`config.mk`:
```
export PLATFORM = sky130hd
export DESIGN_NAME = dca_matrix_step_issuer
export DESIGN_NICKNAME = d
export VERILOG_FILES = /design/src/rtl/dca_matrix_step_issuer.sv
export SDC_FILE = /design/constraint.sdc
export NUM_CORES = 1
export LEC_CHECK = 0
export BUFFER_PORTS_ARGS = -buffer_cell sky130_fd_sc_hd__buf_4
export CAP_MARGIN = 20
export CORE_MARGIN = 5
export CORE_UTILIZATION = 33
export DETAILED_ROUTE_END_ITERATION = 16
export PLACE_DENSITY = 0.79
export SLEW_MARGIN = 0
export SYNTH_ARGS = -nofsm -noshare
export SYNTH_HDL_FRONTEND = slang
export SYNTH_SLANG_ARGS = --single-unit
export TNS_END_PERCENT = 10
```
`constraint.sdc`:
```
create_clock -name clk -period 2.1 [get_ports clk]
set_clock_uncertainty 0.15 [all_clocks]
set_input_delay 0.42 -clock clk [delete_from_list [all_inputs] [get_ports clk]]
set_output_delay 0.42 -clock clk [all_outputs]
set_load 0.01 [all_outputs]
```
`src/rtl/dca_matrix_step_issuer.sv`:
```
// -----------------------------------------------------------------------------
// dca_matrix_step_issuer
// Issue controller for the DCA matrix MAC datapath. Takes one blocked-step
// instruction at a time, waits for the MAC and every requested LSU channel,
// issues, and on MAC completion pops the consumed LSU/accumulator entries.
// Outstanding stores are tracked by a credit counter and drained after the
// last step.
//
// Optional feature macro: DCA_STEP_ISSUER_STORE_FENCE_EN
//   defined   -> a NO_CAL+LOAD_ACC readback also waits for all stores to land
//   undefined -> a NO_CAL+LOAD_ACC readback completes on acc_valid alone
// -----------------------------------------------------------------------------
module dca_matrix_step_issuer #(
    parameter  int NUM_LSU               = 3,
    parameter  int MAX_STORE_OUTSTANDING = 3,
    parameter  int MATRIX_NUM_ROW        = 8,
    parameter  int MATRIX_NUM_COL        = 8,
    localparam int BW_OPCODE             = 2 + NUM_LSU,
    localparam int BW_INST               = MATRIX_NUM_ROW + MATRIX_NUM_COL + 1 + BW_OPCODE
) (
    input  logic               clk,
    input  logic               rstnn,
    input  logic               clear,
    input  logic               enable,
    output logic               busy,
    input  logic               inst_valid,
    input  logic [BW_INST-1:0] inst,
    output logic               inst_ready,
    input  logic [NUM_LSU-1:0] lsu_req_ready,
    output logic [NUM_LSU-1:0] lsu_req_valid,
    output logic [NUM_LSU-1:0] lsu_pop,
    input  logic               mac_ready,
    output logic               mac_issue_valid,
    output logic [BW_INST-1:0] mac_inst,
    input  logic               mac_done,
    input  logic               acc_valid,
    output logic               acc_pop,
    input  logic               store_resp,
    output logic               step_done,
    output logic               all_done
);

    // The highest channel is the store channel; all lower channels are loads.
    localparam int STORE_IDX = NUM_LSU - 1;
    localparam int CNT_W     = $clog2(MAX_STORE_OUTSTANDING + 1);

    localparam logic [CNT_W-1:0] MAX_CNT = CNT_W'(MAX_STORE_OUTSTANDING);
    localparam logic [CNT_W-1:0] ONE_CNT = CNT_W'(1);

    typedef enum logic [1:0] {
        ST_IDLE  = 2'd0,
        ST_BUSY  = 2'd1,
        ST_DRAIN = 2'd2
    } state_t;

    state_t             r_state;
    state_t             w_state_next;
    logic [CNT_W-1:0]   r_store_cnt;

    // Instruction field decode: {row_mask, col_mask, last, opcode}.
    logic               w_no_cal;
    logic               w_load_acc;
    logic [NUM_LSU-1:0] w_lsu_req;
    logic               w_last;

    assign w_no_cal   = inst[0];
    assign w_load_acc = inst[1];
    assign w_lsu_req  = inst[BW_OPCODE-1:2];
    assign w_last     = inst[BW_OPCODE];

    // Issue gating: every requested channel ready, and a store credit free
    // whenever the store channel is requested.
    logic w_lsu_ok;
    logic w_store_ok;
    logic w_store_settled;
    logic w_acc_ok;

    assign w_lsu_ok   = &(~w_lsu_req | lsu_req_ready);
    assign w_store_ok = ~w_lsu_req[STORE_IDX] | (r_store_cnt < MAX_CNT);

    // All stores have landed by the end of this cycle.
    assign w_store_settled = (r_store_cnt == '0) | ((r_store_cnt == ONE_CNT) & store_resp);

`ifdef DCA_STEP_ISSUER_STORE_FENCE_EN
    assign w_acc_ok = acc_valid & w_store_settled;
`else
    assign w_acc_ok = acc_valid;
`endif

    assign busy      = (r_state != ST_IDLE);
    assign mac_inst  = inst;
    assign step_done = inst_ready;

    // State register; reset and clear both return to IDLE.
    // NOTE: sequential state uses non-blocking assignments so every flop
    // samples pre-edge values regardless of block ordering.
    always_ff @(posedge clk or negedge rstnn) begin
        if (!rstnn) begin
            r_state <= ST_IDLE;
        end else begin
            r_state <= w_state_next;
        end
    end

    // Next-state and single-cycle handshake pulses.
    // NOTE: every output gets a default before the case so no path leaves a
    // signal unassigned, which would otherwise infer a latch.
    always_comb begin
        w_state_next    = r_state;
        inst_ready      = 1'b0;
        mac_issue_valid = 1'b0;
        lsu_req_valid   = '0;
        lsu_pop         = '0;
        acc_pop         = 1'b0;
        all_done        = 1'b0;

        if (clear) begin
            w_state_next = ST_IDLE;
        end else if (enable) begin
            case (r_state)
                ST_IDLE: begin
                    if (inst_valid) begin
                        if (w_no_cal) begin
                            // Readback-only or discard: completes without the MAC.
                            if (!w_load_acc || w_acc_ok) begin
                                inst_ready = 1'b1;
                                lsu_pop    = w_lsu_req;
                                acc_pop    = w_load_acc;
                            end
                        end else if (mac_ready && w_lsu_ok && w_store_ok) begin
                            mac_issue_valid = 1'b1;
                            lsu_req_valid   = w_lsu_req;
                            w_state_next    = ST_BUSY;
                        end
                    end
                end
                ST_BUSY: begin
                    if (mac_done) begin
                        inst_ready   = 1'b1;
                        lsu_pop      = w_lsu_req;
                        acc_pop      = w_load_acc;
                        w_state_next = w_last ? ST_DRAIN : ST_IDLE;
                    end
                end
                ST_DRAIN: begin
                    if (w_store_settled) begin
                        all_done     = 1'b1;
                        w_state_next = ST_IDLE;
                    end
                end
                default: begin
                    w_state_next = ST_IDLE;
                end
            endcase
        end
    end

    // Store credit counter: +1 when a store slot is popped, -1 per store
    // response; both together hold. A response with nothing in flight is
    // ignored. Keeps counting while the FSM is frozen or cleared.
    logic w_store_inc;
    logic w_store_dec;

    assign w_store_inc = lsu_pop[STORE_IDX];
    assign w_store_dec = store_resp & (r_store_cnt != '0);

    always_ff @(posedge clk or negedge rstnn) begin
        if (!rstnn) begin
            r_store_cnt <= '0;
        end else begin
            case ({w_store_inc, w_store_dec})
                2'b10:   r_store_cnt <= r_store_cnt + ONE_CNT;
                2'b01:   r_store_cnt <= r_store_cnt - ONE_CNT;
                default: r_store_cnt <= r_store_cnt;
            endcase
        end
    end

endmodule

```
==> results of run 1 <==
metal layers:
layer | global-route usage | wire, um
met1 | 0.1121 | 552
met2 | 0.1880 | 766
met3 | 0.06553 | 193
met4 | 0.02553 | 9
met5 | 0 | 0
layout make-up:
cell class	count	area share
Inverter	5	0.02276
Timing Repair Buffer	40	0.3718
Tap cell	25	0.03794
Multi-Input combinational cell	42	0.4188
Sequential cell	4	0.1214
Clock buffer	3	0.02731
power groups by stage:
| stage | registers [uW] | clock network [uW] | logic (uW) |
|---|---|---|---|
| after detailed placement | 122 | 0 | 221 |
| after CTS | 120 | 96.7 | 226 |
| after floorplan | 116 | 0 | 192 |
| final | 120 | 92.7 | 233 |
| after global placement | 120 | 0 | 212 |
| after global routing | 125 | 104 | 266 |
what timing repair did:
action / in CTS / in global routing
pin swaps: 0 / 5
gates resized for setup: 2 / 8
setup endpoints to repair: 4 / 10
hold buffers: 1 / 0
hold endpoints to repair: 4 / 0
buffers inserted: 1 / 2
sequential cells by signal (all words and copies together), names as in the netlist:
| signal | count |
|---|---|
| r_store_cnt | 2 |
| r_state | 2 |
kinds of logic (layout without fill, tap and decap cells):
kind of cell	after synthesis	in the layout	share of synthesized area
XOR/XNOR	2	2	0.02899
adder cells (fa/ha/maj)	4	4	0.08282
flip-flops	4	4	0.1656
buffers and inverters	29	48	0.3251
AND/OR/NAND/NOR	25	25	0.2733
AO/OA/AOI/OAI	11	11	0.1242
final timing paths:
| kind | to | slack, ns | depth (start not counted) |
|---|---|---|---|
| max in group asynchronous | r_store_cnt[0] | 1.31 | 2 |
| min | r_state[1] | 0.32 | 2 |
| max | lsu_pop[2] | 0.08 | 3 |
| max reg2reg | r_store_cnt[0] | 0.09 | 4 |
| min reg2reg | r_store_cnt[1] | 0.37 | 2 |
| min in group asynchronous | r_store_cnt[1] | 0.38 | 2 |
cell usage after synthesis, types with 2 or more instances:
master / count
a21oi_1: 2
buf_4: 23
dfrtp_1: 4
ha_1: 4
inv_1: 5
nand2_1: 2
nand2b_1: 3
nor2_1: 3
nor2b_1: 2
nor3_1: 6
o21ai_1: 3
xnor2_1: 2
through the flow:
stage / TNS [ns] / total power, uW
global placement: 0 / 332.6
detailed placement: 0 / 342.1
global route: -0.06463 / 494.3
CTS: 0 / 442.5
finish: 0 / 445.4
floorplan: 0 / 307.3
==> flow_metrics.env, run 1 <==
export IMPL_relSlewSlack=0.7175
export IMPL_yosysSeqAreaShare=0.1656
export IMPL_syn_inst=75
export IMPL_start_kind="flop"
export IMPL_hold_viol=0
export IMPL_clk_path_buf_depth=2
export IMPL_report_final_slew_viol_count=0
export IMPL_cts_tree="built"
export IMPL_final_common_cell="buf_4"
export IMPL_grt_usage=0.1093
export IMPL_clock_latency_ns=0.23
export IMPL_clk_pin_slew_ns=0.04
export IMPL_critPathTopFamily="simple AND/OR/NAND/NOR gates"
export IMPL_hold_ws_ns=0.3209
export IMPL_dp_hpwl_mm=1.315
export IMPL_htree_levels=1
export IMPL_synth_edf_count=0
export IMPL_yosysUniqueCellTypes=28
export IMPL_die_w_um=52.80
export IMPL_antenna_found_initial=0
export IMPL_finalCriticalPeriod_ns=2.019
export IMPL_multi_input_area_sq_um=345.3
export IMPL_dp_slack_ns=0.03198
export IMPL_ys_top_cells_by_area="buf_4, dfrtp_1, ha_1"
export IMPL_netlist_area_sq_um=604.3
export IMPL_peakVddDrop_v=0.0006716
export IMPL_grt_setup_unrepaired="true"
export IMPL_outcome="finished, final reports clean"
export IMPL_path_class="reg -> out"
export IMPL_boundaryPins=68
export IMPL_std_cell_rows=15
export IMPL_grt_max_degree=8
export IMPL_fin_crit_sh=0.9613
export IMPL_p_sw_uw=157.5
export IMPL_dpl_cell_count=113
export IMPL_drtPass1Iterations=3
export IMPL_synth_seq_cells=4
export IMPL_leakage_uw=0.0004036
export IMPL_fillers=182
export IMPL_die_area_sq_mm=0.002787
export IMPL_area_growth_pct=36.44
export IMPL_finalInstanceArea_sq_um=824.5
export IMPL_initialDrtViolationCount=5
export IMPL_critical_path_arrival_ns=1.45
export IMPL_synth_top_cell_area_share=0.2857
export IMPL_p_int_uw=287.9
export IMPL_via_per_inst=4.504
export IMPL_synthArstFlopShare=1.000
export IMPL_port_buffers=35
export IMPL_swShare=0.3536
export IMPL_synth_nets=113
export IMPL_cts_buffers=3
export IMPL_start_util=0.3500
export IMPL_seq_area_sq_um=100.1
export IMPL_min_path_type="in -> reg"
export IMPL_min_delay_start="mac_done"
export IMPL_rr_startpoint="r_state[1]"
export IMPL_synth_warnings=0
export IMPL_num_antenna_cells=0
export IMPL_seq_power_share=0.270
export IMPL_routed_wirelength_mm=1.522
export IMPL_most_common_layout_cells="buf_4, inv_1, dfrtp_1"
export IMPL_postRouteAntennaNets=0
export IMPL_die_h_um=52.80
export IMPL_cp_required_ns=1.53
export IMPL_cp_startpoint="r_state[1]"
export IMPL_fin_cells=119
export IMPL_yosysTopAreaCell="buf_4"
export IMPL_via_count=536
export IMPL_grt_pass1_vias=532
export IMPL_wire_per_inst_um=12.79
export IMPL_drc=0
export IMPL_syn_avg_cell_area_sq_um=8.058
export IMPL_cp_max_fo=5
export IMPL_cp_slowest_cell="or3b_4"
export IMPL_comb_power_share=0.522
export IMPL_crit_chain="or3b_4 -> nor3_4 -> buf_6"
export IMPL_clkSinkCount=4
export IMPL_worst_slew_pin_slew_ns=0.4219
export IMPL_powerDensity_mw_per_mm2=540.2
export IMPL_setup_slack_ns=0.08121
export IMPL_root_buffer="clkbuf_4"
export IMPL_grt_ovfl_total=0
export IMPL_gp_congestion=0.7224
export IMPL_core_sq_mm=0.001727
export IMPL_p_clk_frac=0.208
export IMPL_grt_pass1_wl_mm=2.256
export IMPL_worst_path_buf_inv=1
export IMPL_crit_path_end_kind="primary output"
export IMPL_cap_violations=0
export IMPL_setup_viol=0
export IMPL_nNetsFinal=134
export IMPL_max_freq_ghz=0.4953
export IMPL_cpPeakStageDelay_ns=0.47
export IMPL_synth_ff_type="dfrtp_1"
export IMPL_post_route_util=0.4775
export IMPL_placed_cell_area_sq_um=735.7
export IMPL_drive_gt1_frac=0.5638
No activity file was read; power rests on OpenSTA's default activity.
==> inputs of run 2 (changes only) <==
ABC_AREA = 1   (was default)
CORE_UTILIZATION = 34   (was 33)
==> run 2 against run 1 <==
  * Count of clock-buffer cells in the layout is the same
  * Sequential cell count is the same
  * Largest cell class is now non-clock buffers
  * Sequential share of layout area is essentially flat
  * Critical endpoint is now lsu_req_valid[1]
  * Fmax grew 1.0%
  * Highest routed layer unchanged
  * Worst setup slack gained 0.020 ns
  * Sequential power is essentially flat
==> flow_metrics.env, run 2 <==
export IMPL_peakVddDrop_v=0.0004617
export IMPL_synth_nets=139
export IMPL_clock_latency_ns=0.24
export IMPL_num_antenna_cells=0
export IMPL_synth_top_family_by_area="buffers and inverters"
export IMPL_clkSinkCount=4
export IMPL_syn_inst=101
export IMPL_grt_max_degree=7
export IMPL_nNetsFinal=162
export IMPL_fin_crit_sh=0.9516
export IMPL_crit_path_end_kind="primary output"
export IMPL_leakage_uw=0.0005013
export IMPL_synth_seq_cells=4
export IMPL_ys_top_cells_by_area="buf_4, dfrtp_1, inv_1"
export IMPL_initialDrtViolationCount=6
export IMPL_report_final_slew_viol_count=0
export IMPL_antenna_found_initial=0
export IMPL_cp_max_fo=5
export IMPL_via_per_inst=4.299
export IMPL_max_freq_ghz=0.5004
export IMPL_synth_top_cell_area_share=0.2738
export IMPL_power_uw=475.2
export IMPL_yosysSeqAreaShare=0.1587
export IMPL_netlist_area_sq_um=630.6
export IMPL_yosys_area_share_simple=0.2897
export IMPL_min_path_type="in -> async"
export IMPL_synthAdderAreaFrac=0.07937
export IMPL_drtPass1Iterations=2
export IMPL_setup_viol=0
export IMPL_synth_most_common_cell="buf_4"
export IMPL_worst_slew_pin_slew_ns=0.1871
export IMPL_grt_ovfl_total=0
export IMPL_yosysTopAreaCell="buf_4"
export IMPL_die_h_um=53.07
export IMPL_relSlewSlack=0.8749
export IMPL_syn_avg_cell_area_sq_um=6.244
export IMPL_root_buffer="clkbuf_4"
export IMPL_htree_levels=1
export IMPL_gp_congestion=0.7316
export IMPL_routed_wirelength_mm=1.625
export IMPL_boundaryPins=68
export IMPL_finalInstanceArea_sq_um=832.0
export IMPL_start_util=0.3613
export IMPL_final_common_cell="buf_4"
export IMPL_clk_path_buf_depth=2
export IMPL_drc=0
export IMPL_synth_warnings=0
export IMPL_cp_required_ns=1.53
export IMPL_yosysUniqueCellTypes=17
export IMPL_cap_violations=0
export IMPL_powerDensity_mw_per_mm2=571.2
export IMPL_port_buffers=35
export IMPL_dp_hpwl_mm=1.319
export IMPL_area_growth_pct=31.94
export IMPL_drive_gt1_frac=0.4262
export IMPL_synth_compound_area_frac=0.04563
export IMPL_wire_per_inst_um=11.05
export IMPL_cts_buffers=3
export IMPL_path_class="reg -> out"
export IMPL_synth_xor_area_share=0.02778
export IMPL_outcome="finished, final reports clean"
export IMPL_finalCriticalPeriod_ns=1.998
export IMPL_placed_cell_area_sq_um=759.5
export IMPL_ys_top_cells_by_count="buf_4, inv_1, nand2_1"
export IMPL_grt_pass1_vias=636
export IMPL_synth_ff_type="dfrtp_1"
export IMPL_via_count=632
export IMPL_postRouteAntennaNets=0
export IMPL_std_cell_rows=15
export IMPL_largestRegisters="r_state: 2 flops, r_store_cnt: 2 flops"
export IMPL_critical_path_arrival_ns=1.43
export IMPL_synth_edf_count=0
export IMPL_synthArstFlopShare=1.000
export IMPL_die_w_um=53.07
export IMPL_core_sq_mm=0.001745
export IMPL_start_kind="flop"
export IMPL_clk_pin_slew_ns=0.04
export IMPL_grt_setup_unrepaired="true"
export IMPL_cts_tree="built"
export IMPL_most_common_layout_cells="buf_4, inv_1, nand2_1"
export IMPL_hold_viol=0
export IMPL_grt_usage=0.1213
export IMPL_synthMuxAreaShare=0
export IMPL_grt_pass1_wl_mm=2.435
export IMPL_die_area_sq_mm=0.002816
[run 2: kinds of logic after synthesis]
family          count (synthesis)
compound gates                  5
fa+ha+maj                       4
buf+inv                        44
flops                           4
simple gates                   42
xor+xnor                        2
[run 2: path summary, 6_finish.rpt]
kind	from	end	slack, ns	cells past startpoint
setup / recovery	r_store_cnt[0]	lsu_req_valid[1]	0.10	5
max in group asynchronous	rstnn	r_state[0]	1.33	2
setup reg to reg	r_state[0]	r_store_cnt[1]	0.30	9
hold reg to reg	r_store_cnt[1]	r_store_cnt[1]	0.38	2
hold / removal	rstnn	r_state[1]	0.35	2
min in group clk	inst[5]	r_state[1]	0.37	5
[run 2: where the power goes]
part | leakage [uW] | switching (uW) | internal, uW
clock | 0.0000138 | 35.9 | 64.2
combinational | 0.000437 | 122 | 136
sequential | 0.0000501 | 17.6 | 99.3
[run 2: cell type report]
cell class                      count  area (sq um)
Fill cell                         184         913.4
Timing Repair Buffer               41         310.3
Multi-Input combinational cell     53         287.8
Sequential cell                     4         101.3
Inverter                           21         78.83
Tap cell                           25         31.28
Clock buffer                        3         22.52
[run 2: layer usage]
layer | up-vias | part of all wire | GRT usage | wire (um)
met1 | 277 | 0.34 | 0.09831 | 548
li1 | 320 | - | - | -
met5 | - | 0 | 0 | 0
met4 | 0 | 0.023 | 0.07234 | 38
met2 | 26 | 0.56 | 0.2376 | 910
met3 | 9 | 0.078 | 0.04789 | 127
[run 2: timing repair]
action,in CTS,in global routing
gates cloned,0,0
hold endpoints to repair,4,0
endpoints found under the setup margin,4,4
hold buffers,1,0
pin swaps,1,4
gates resized for setup,1,4
buffers inserted,1,3
[run 2: per-stage QoR]
step	cells	utilization	setup slack, ns	TNS [ns]	hold slack [ns]
after global routing	147	0.4767	-0.03833	-0.08006	0.3609
after floorplan	101	-	0.3492	0	-0.02559
after global placement	139	0.4351	0.2485	0	0.06813
final	147	0.4767	0.1017	0	0.3546
after detailed placement	139	0.4351	0.1804	0	0.07002
after CTS	144	0.4581	0.01099	0	0.3580
[run 2: worst max-delay path: stages, from the launching register on]
cell and delay (ns):
dfrtp_1 0.40, ha_2 0.19, o21ai_2 0.13, nand4_1 0.20
nor2_1 0.15, buf_4 0.13
==> inputs of run 3 (changes only) <==
==> constraint.sdc (replaced) <==
create_clock -name clk -period 2.1 [get_ports clk]
set_clock_uncertainty 0.15 [all_clocks]
set_input_delay 0.315 -clock clk [delete_from_list [all_inputs] [get_ports clk]]
set_output_delay 0.315 -clock clk [all_outputs]
set_load 0.01 [all_outputs]
==> run 3 against run 2 <==
  * Final cell count fell by 1.4%
  * Critical path depth did not move
  * Routed wire length fell by 5.8%
  * First-iteration DRC count rose by 50%
  * Worst hold slack got worse by 0.096 ns
  * Non-clock buffer count fell by 2
  * Critical endpoint is now lsu_req_valid[0]
  * Clock power fell by 5%
  * Combinational power fell by 9.3%
  * Power fell by 6.8%
==> flow_metrics.env, run 3 (synthesized netlist as in run 2, its figures left out) <==
export IMPL_min_path_type="in -> async"
export IMPL_cpPeakStageDelay_ns=0.39
export IMPL_fin_crit_sh=0.9192
export IMPL_via_per_inst=4.310
export IMPL_routed_wirelength_mm=1.530
export IMPL_via_count=625
export IMPL_p_int_uw=284.1
export IMPL_start_kind="flop"
export IMPL_drive_gt1_frac=0.3917
export IMPL_cts_tree="built"
export IMPL_cap_violations=0
export IMPL_std_cell_rows=15
export IMPL_postRouteAntennaNets=0
export IMPL_crit_path_end_kind="primary output"
export IMPL_start_util=0.3613
export IMPL_clk_pin_slew_ns=0.04
export IMPL_finalInstanceArea_sq_um=810.8
export IMPL_area_growth_pct=28.57
export IMPL_cts_buffers=3
export IMPL_p_clk_frac=0.214
export IMPL_grt_ovfl_total=0
export IMPL_path_class="reg -> out"
export IMPL_worst_slew_pin_slew_ns=0.1950
export IMPL_placed_cell_area_sq_um=759.5
export IMPL_cp_max_fo=5
export IMPL_clk_path_buf_depth=2
export IMPL_report_final_slew_viol_count=0
export IMPL_drtPass1Iterations=4
export IMPL_core_sq_mm=0.001745
export IMPL_cp_slowest_cell="dfrtp_1"
export IMPL_grt_pass1_vias=624
export IMPL_tns_ns=0
export IMPL_p_sw_uw=158.9
export IMPL_initialDrtViolationCount=9
export IMPL_max_freq_ghz=0.5181
export IMPL_wire_per_inst_um=10.55
export IMPL_cp_required_ns=1.63
export IMPL_clkSinkCount=4
export IMPL_critical_path_arrival_ns=1.47
export IMPL_boundaryPins=68
export IMPL_die_w_um=53.07
export IMPL_htree_levels=1
export IMPL_gp_congestion=0.7074
export IMPL_antenna_found_initial=0
export IMPL_root_buffer="clkbuf_4"
export IMPL_peakVddDrop_v=0.0004082
export IMPL_grt_pass1_wl_mm=2.339
export IMPL_setup_viol=0
export IMPL_die_h_um=53.07
export IMPL_cp_startpoint="r_store_cnt[1]"
export IMPL_grt_max_degree=7
export IMPL_final_common_cell="buf_4"
export IMPL_clock_latency_ns=0.23
export IMPL_relSlewSlack=0.8696
export IMPL_outcome="finished, final reports clean"
export IMPL_power_uw=443.0
export IMPL_crit_chain="ha_1 -> o21ai_2 -> nand4_1 -> nor2_1 -> buf_4"
export IMPL_most_common_layout_cells="buf_4, inv_1, nand2_1"
export IMPL_leakage_uw=0.0004954
export IMPL_dp_slack_ns=0.2632
export IMPL_largestRegisters="r_state: 2 flops, r_store_cnt: 2 flops"
export IMPL_swShare=0.3587
export IMPL_hold_viol=0
export IMPL_comb_power_share=0.527
export IMPL_port_buffers=35
export IMPL_powerDensity_mw_per_mm2=546.4
export IMPL_num_antenna_cells=0
export IMPL_die_area_sq_mm=0.002816
export IMPL_setup_slack_ns=0.1698
export IMPL_fillers=192
export IMPL_grt_usage=0.1136
export IMPL_seq_power_share=0.259
export IMPL_drc=0
export IMPL_dp_hpwl_mm=1.319
export IMPL_finalCriticalPeriod_ns=1.930
export IMPL_nNetsFinal=160
export IMPL_grt_setup_unrepaired="false"
export IMPL_rr_startpoint="r_state[1]"
==> run 3: worst max-delay path, delay by kind of cell, from the launching register on <==
family	cells	cell delay, ns
buf+inv	1	0.13
compound gates	1	0.15
flops	1	0.39
fa+ha+maj	1	0.20
simple gates	2	0.35
==> run 3: through the flow <==
step,util,hold slack (ns),cells
finish,0.4645,0.2587,145
global route,0.4645,0.2712,145
CTS,0.4538,0.2552,143
detailed placement,0.4351,-0.03419,139
global placement,0.4351,-0.03674,139
floorplan,-,-0.1306,101
==> run 3: power groups by stage <==
stage,Combinational [uW],Clock (uW),Sequential [uW]
after floorplan,177,0,117
after global placement,197,0,121
after detailed placement,205,0,124
after CTS,208,98.9,123
after global routing,264,108,116
final,234,94.7,115
==> run 3: routing by layer <==
metal / share of wire / track usage / vias to the layer above / wire [um]
met5: 0 / 0 / - / 0
met4: 0.027 / 0.08511 / 0 / 41
met3: 0.076 / 0.02817 / 6 / 116
met2: 0.54 / 0.2169 / 25 / 828
met1: 0.35 / 0.09966 / 274 / 543
li1: - / - / 320 / -
==> run 3: layout make-up <==
cell class	instances	area, sq um	area share
multi-input combinational	53	282.8	0.3488
inverter	21	78.83	0.09722
sequential	4	100.1	0.1235
tap	25	31.28	0.03858
timing repair buffer	39	295.3	0.3642
clock buffer	3	22.52	0.02778
==> run 3: worst paths after layout <==
kind                       depth (start not counted)  slack (ns)               end
hold reg to reg                                    2        0.37    r_store_cnt[1]
hold / removal                                     2        0.26        r_state[0]
max in group asynchronous                          2        1.44    r_store_cnt[0]
setup reg to reg                                   9        0.36    r_store_cnt[1]
setup / recovery                                   5        0.17  lsu_req_valid[0]
min in group clk                                   5        0.30        r_state[1]
==> run 3: timing repair <==
action	in CTS	in global routing
endpoints found under the hold margin	4	0
buffers inserted	0	2
endpoints found under the setup margin	0	4
hold buffers	1	0
resized for setup	0	2
